## config.mk

```make
export PLATFORM = sky130hd
export DESIGN_NAME = vote_tally_fsm
export DESIGN_NICKNAME = d
export VERILOG_FILES = /design/src/rtl/vote_tally_fsm.sv
export SDC_FILE = /design/constraint.sdc
export NUM_CORES = 1
export LEC_CHECK = 0
export CAP_MARGIN = 20
export CORE_MARGIN = 1.5
export CORE_UTILIZATION = 55
export CTS_CLUSTER_DIAMETER = 50
export DETAILED_ROUTE_END_ITERATION = 10
export PLACE_DENSITY = 0.86
export SLEW_MARGIN = 20
export SYNTH_ARGS = -nofsm -noshare
export SYNTH_HDL_FRONTEND = slang
export SYNTH_SLANG_ARGS = --single-unit
```

## constraint.sdc

```tcl
create_clock -name clock -period 2.4 [get_ports clock]
set_input_delay 0.24 -clock clock [delete_from_list [all_inputs] [get_ports clock]]
set_output_delay 0.24 -clock clock [all_outputs]
set_load 0.05 [all_outputs]
```

## src/rtl/vote_tally_fsm.sv

```systemverilog
// One-vote-per-session tally: accepts a single one-hot vote after an officer arms
// the booth, rejects multi-hot input, and keeps saturating per-candidate and total counts.
module vote_tally_fsm #(
  parameter int NUM_CAND       = 4,
  parameter int COUNT_W        = 8,
  parameter int CONFIRM_CYCLES = 100,
  localparam int SW = ($clog2(NUM_CAND) < 1) ? 1 : $clog2(NUM_CAND)
) (
  input  logic                  clock,
  input  logic                  reset,
  input  logic [NUM_CAND-1:0]   vote_valid,
  input  logic                  officer_arm,
  input  logic                  clear_counts,
  input  logic [SW-1:0]         sel,
  output logic                  armed,
  output logic                  confirm_led,
  output logic                  vote_accepted,
  output logic [SW-1:0]         accepted_id,
  output logic                  error_multi,
  output logic                  overflow,
  output logic [COUNT_W-1:0]    tally_out,
  output logic [COUNT_W+SW-1:0] total_votes,
  output logic [1:0]            dbg_state
);

  localparam int TW    = COUNT_W + SW;
  localparam int CNT_W = ($clog2(CONFIRM_CYCLES + 1) < 1) ? 1 : $clog2(CONFIRM_CYCLES + 1);

  localparam logic [1:0] S_IDLE    = 2'd0;
  localparam logic [1:0] S_ARMED   = 2'd1;
  localparam logic [1:0] S_CONFIRM = 2'd2;

  logic [1:0]         state_q, state_d;
  logic [CNT_W-1:0]   cnt_q, cnt_d;
  logic [COUNT_W-1:0] tally_q [NUM_CAND];
  logic [COUNT_W-1:0] tally_d [NUM_CAND];
  logic [TW-1:0]      total_q, total_d;
  logic               ovf_q, ovf_d;
  logic               acc_q, acc_d;
  logic               err_q, err_d;
  logic [SW-1:0]      id_q, id_d;
  logic [COUNT_W-1:0] tout_q, tout_d;

  logic               multi_hot;
  logic               single_hot;
  logic [SW-1:0]      vote_idx;

  // x & (x-1) is nonzero exactly when two or more bits are set.
  assign multi_hot  = |(vote_valid & (vote_valid - NUM_CAND'(1)));
  assign single_hot = (|vote_valid) & ~multi_hot;

  always_comb begin
    vote_idx = '0;
    for (int i = 0; i < NUM_CAND; i++) begin
      if (vote_valid[i]) vote_idx = vote_idx | SW'(i);
    end
  end

  always_comb begin
    state_d = state_q;
    cnt_d   = cnt_q;
    tally_d = tally_q;
    total_d = total_q;
    ovf_d   = ovf_q;
    acc_d   = 1'b0;
    err_d   = 1'b0;
    id_d    = id_q;
    case (state_q)
      S_IDLE: begin
        if (officer_arm) state_d = S_ARMED;
        if (clear_counts) begin
          for (int i = 0; i < NUM_CAND; i++) tally_d[i] = '0;
          total_d = '0;
          ovf_d   = 1'b0;
        end
      end
      S_ARMED: begin
        if (single_hot) begin
          acc_d   = 1'b1;
          id_d    = vote_idx;
          state_d = S_CONFIRM;
          cnt_d   = CNT_W'(CONFIRM_CYCLES - 1);
          // A saturated counter still lets the vote through; only overflow records it.
          for (int i = 0; i < NUM_CAND; i++) begin
            if (vote_valid[i]) begin
              if (tally_q[i] == '1) ovf_d = 1'b1;
              else                  tally_d[i] = tally_q[i] + COUNT_W'(1);
            end
          end
          if (total_q == '1) ovf_d = 1'b1;
          else               total_d = total_q + TW'(1);
        end else if (multi_hot) begin
          err_d = 1'b1;
        end
      end
      S_CONFIRM: begin
        if (cnt_q == '0) state_d = S_IDLE;
        else             cnt_d   = cnt_q - CNT_W'(1);
      end
      default: state_d = S_IDLE;
    endcase
  end

  // Out-of-range sel matches no entry and reads back zero.
  always_comb begin
    tout_d = '0;
    for (int i = 0; i < NUM_CAND; i++) begin
      if (sel == SW'(i)) tout_d = tally_q[i];
    end
  end

  always_ff @(posedge clock or negedge reset) begin
    if (!reset) begin
      state_q <= S_IDLE;
      cnt_q   <= '0;
      for (int i = 0; i < NUM_CAND; i++) tally_q[i] <= '0;
      total_q <= '0;
      ovf_q   <= 1'b0;
      acc_q   <= 1'b0;
      err_q   <= 1'b0;
      id_q    <= '0;
      tout_q  <= '0;
    end else begin
      state_q <= state_d;
      cnt_q   <= cnt_d;
      tally_q <= tally_d;
      total_q <= total_d;
      ovf_q   <= ovf_d;
      acc_q   <= acc_d;
      err_q   <= err_d;
      id_q    <= id_d;
      tout_q  <= tout_d;
    end
  end

  assign armed         = (state_q == S_ARMED);
  assign confirm_led   = (state_q == S_CONFIRM);
  assign vote_accepted = acc_q;
  assign accepted_id   = id_q;
  assign error_multi   = err_q;
  assign overflow      = ovf_q;
  assign tally_out     = tout_q;
  assign total_votes   = total_q;
  assign dbg_state     = state_q;

endmodule

```

==> results by group, run 1 <==
Place
  • Final RePlAce weighted congestion: 0.8684
  • Port Buffers: 36
  • Hpwl dp: 5624 um
  • Placed cells: 456

Clock network
  • TritonCTS clock tree: done
  • Cts repair resizes: 0
  • Hold buffers post-CTS: 0
  • Worst-Skew Late Latency: 340 ps
  • H-Tree Depth: 3
  • Post-CTS Setup Bufs: 0
  • CTS Buffer Depth: 2
  • Clock net sink count: 64
  • Clock transition at path regs: 70 ps
  • Root buffer selected by CTS: clkbuf_8
  • TritonCTS buffer count: 9

Setup path
  • Worst Path Max Fanout: 6
  • Critical path startpoint category: flip-flop
  • Slowest cell on crit path: clkdlybuf4s50_1
  • CP bufs+invs: 1
  • Worst stage delay on the critical path: 830 ps
  • Setup Crit Path Kind: flip-flop to primary output
  • Crit-path cells: nor2b_1 > clkdlybuf4s50_1
  • CP top delay family: buffers and inverters
  • WP data required: 2160 ps
  • Worst EP arrival: 1810 ps
  • Critical Path End Type: primary output

Final layout
  • Layout Cells excl Fill: 471
  • Diode count: 0
  • Filler cells: 440
  • Seq. cell area: 1602 um^2
  • Multi-input gate area: 1702 um^2
  • Layout cells sized above 1: 13.64%
  • Fin nets: 409
  • Synth-to-layout area growth: 20.71%

Global routing
  • GRT overflow: 0
  • Met3 Use GR: 5.556%
  • Vias in the first global route: 2833
  • Initial antenna violation count: 0
  • First-pass GRT wire length: 13350 um
  • Largest net degree at the start of global routing: 65
  • GRT busiest layer: met2
  • Overall global routing resource usage: 26.72%
  • GR Util met2: 44.26%
  • GR Util met1: 34.06%

Pwr
  • Clock power share: 26.9%
  • Sw frac: 37.24%
  • Psw: 0.001314 W
  • Sequential power share: 39.0%
  • Comb pwr share: 34.1%
  • Worst VDD drop: 835.5 uV
  • Internal Power: 0.002214 W
  • Pleak: 1.811 nW
  • Power density over cell area: 853.1 nW/um^2

Die
  • I/O pin total: 37
  • Starting density of the core: 57.52%
  • Row Count: 28
  • DIE HEIGHT: 81.92 um
  • Die ar.: 6711 um^2
  • Die width: 81.92 um
  • Core Area: 5956 um^2

Timing
  • Final period util: 85.59%
  • Final Hold Vio Count: 0
  • TNS Setup: 0 ps
  • Max-Slew Margin vs Limit: 47.00%
  • Final slew viol count: 0
  • Tmin final: 2054 ps
  • RSZ-0062 raised after global routing: no
  • Worst hold margin: 76.49 ps
  • Slew @ Worst Pin: 795.1 ps
  • Fmax: 0.4868 GHz
  • Worst Skew: 7.031 ps
  • Final setup violation count: 0

Synth
  • Mean Syn Cell Area: 10.05 um^2
  • Sequential fraction of the synthesis area: 46.75%
  • Count of different cell masters after synthesis: 53
  • Synth warnings: 0
  • Flops & latches, synth: 64
  • Post-synth top area cell: dfrtp_1
  • Ys async rst share: 100.0%
  • Post-synth top area share: 46.75%
  • Number of synthesized flops with an enable pin: 0
  • Synthesized Nets: 358
  • Mapped cell area: 3426 um^2
  • Mapped Cells: 341
  • Commonest register cell after synthesis: dfrtp_1
  • Top post-synthesis cells by area: dfrtp_1, mux4_2, xnor2_1

Hold path
  • Min-Delay Path Class: input port to async pin

Routing
  • Final Routed Wirelength: 7822 um
  • Via density: 6.106
  • Final ANT Viol Nets: 0
  • DRC violation count after routing: 0
  • WL per Instance: 16.61 um
  • First-pass iteration count of the detailed router: 5
  • Vias post-DR: 2876
  • Iter 0 DRT Violations: 168

Run status
  • Run status: complete, no violations

Run
  • Maximum Capacitance Violations: 0
## synth_stat cells (2+ instances only)
master    instances
nand2b_1          2
buf_6             2
nand3_1          24
a21oi_1          11
nor4_1           10
o41ai_1           2
nor2b_1           2
xnor2_1          19
o21a_1            3
o31ai_1           4
inv_1            11
nand4_1           8
a211oi_1          3
a31o_1            2
and3_1            8
nand2_1          35
ha_1              7
nor2_1           35
o311ai_0          2
clkbuf_1          8
buf_4             2
o211ai_1          5
or2_2             5
dfrtp_1          64
o21ai_0          12
mux4_2            8
buf_2             2
or4_1             2
mux2i_1           9
nor3_1            6
nor4b_1           2
and2_1            2
xor2_1            4
## per-stage QoR
step / setup slack [ps] / util (%) / total power, W / instance area (um^2)
finish: 345.8 / 69.43 / 0.003528 / 4135
global route: 187.0 / 69.43 / 0.003726 / 4135
CTS: 325.2 / 69.43 / 0.003543 / 4135
detailed placement: 26.28 / 65.99 / 0.002590 / 3930
global placement: 65.17 / 65.99 / 0.002549 / 3930
floorplan: 3.756 / - / 0.002181 / 3426
## sequential cells by signal (all words and copies together) (netlist names)
register	cells
dbg_state	2
accepted_id	2
error_multi	1
vote_accepted	1
tally_q	32
overflow	1
cnt_q	7
tally_out	8
total_votes	10
## layout by cell type (no fill, tap or decap), types with 2 or more instances in the layout
cell type | netlist | routed
o31ai_1 | 4 | 4
nand2b_1 | 2 | 2
and3_1 | 8 | 8
o41ai_1 | 2 | 2
nand3_1 | 24 | 24
buf_4 | 2 | 19
nor2b_1 | 2 | 2
o21ai_0 | 12 | 12
a21oi_1 | 11 | 11
or4_1 | 2 | 2
or2_2 | 5 | 5
nor3_1 | 6 | 6
nand4_1 | 8 | 8
nor4_1 | 10 | 10
nor2_1 | 35 | 35
mux4_2 | 8 | 8
and2_1 | 2 | 2
o211ai_1 | 5 | 5
clkbuf_8 | 0 | 12
inv_1 | 11 | 11
a211oi_1 | 3 | 3
o21a_1 | 3 | 3
dfrtp_1 | 64 | 64
clkdlybuf4s50_1 | 0 | 34
xnor2_1 | 19 | 19
a31o_1 | 2 | 2
clkinv_2 | 0 | 2
ha_1 | 7 | 7
nand2_1 | 35 | 35
xor2_1 | 4 | 4
nor4b_1 | 2 | 2
mux2i_1 | 9 | 9
o311ai_0 | 2 | 2
## worst reg2reg max path, cell delays in order, from the launching register on
cell	delay [ps]
dfrtp_1	420
nand2b_1	170
buf_4	180
or3_4	400
a41oi_2	170
buf_4	210
o21ai_0	110
a21o_1	180
## path summary, 6_finish.rpt
| check | start | to | slack [ps] | cells past startpoint |
|---|---|---|---|---|
| worst max-delay path | dbg_state[0] | confirm_led | 350 | 2 |
| worst min-delay path | reset | tally_q[12] | 80 | 2 |
| worst max register to register | dbg_state[1] | total_votes[8] | 440 | 7 |
| worst min register to register | dbg_state[1] | dbg_state[0] | 510 | 1 |
| max in group asynchronous | reset | error_multi | 1810 | 2 |
| min in group clock | officer_arm | dbg_state[0] | 480 | 3 |
## routing by layer
layer,vias to the layer above,share of wire (%)
met4,0,1.7
met5,-,0
met3,16,5.5
li1,1330,-
met1,1428,43
met2,102,50
## power by group through the flow
stage	Clock (W)	Sequential, W	Combinational, W
2_1_floorplan	0	0.00156	0.000618
3_3_place_gp	0	0.00138	0.00117
3_5_place_dp	0	0.00139	0.00120
4_1_cts	0.000969	0.00137	0.00120
5_1_grt	0.00102	0.00139	0.00132
6_report	0.000950	0.00137	0.00120
## layout make-up
cell class / instances / area share [%]
timing repair buffer: 54 / 11.80
sequential: 64 / 38.73
clock inverter: 3 / 0.9682
inverter: 12 / 1.089
clock buffer: 12 / 3.994
tap: 75 / 2.269
multi-input combinational: 251 / 41.15
## kinds of logic after synthesis
group,after synthesis,synth area share [%]
flip-flops,64,46.75
AO/OA/AOI/OAI,53,10.56
XOR/XNOR,23,5.880
multiplexers,18,8.218
adder cells (fa/ha/maj),7,2.556
AND/OR/NAND/NOR,150,22.46
buffers and inverters,26,3.579
Power figures use the tool's default switching activity.
==> inputs of run 2 (changes only) <==
--- a/config.mk
+++ b/config.mk
@@ -15,3 +15,4 @@
 export SYNTH_ARGS = -nofsm -noshare
 export SYNTH_HDL_FRONTEND = slang
 export SYNTH_SLANG_ARGS = --single-unit
+export TNS_END_PERCENT = 10
==> results of run 2 <==
Same layout as run 1: the final DEF is identical, and so are final timing and power.
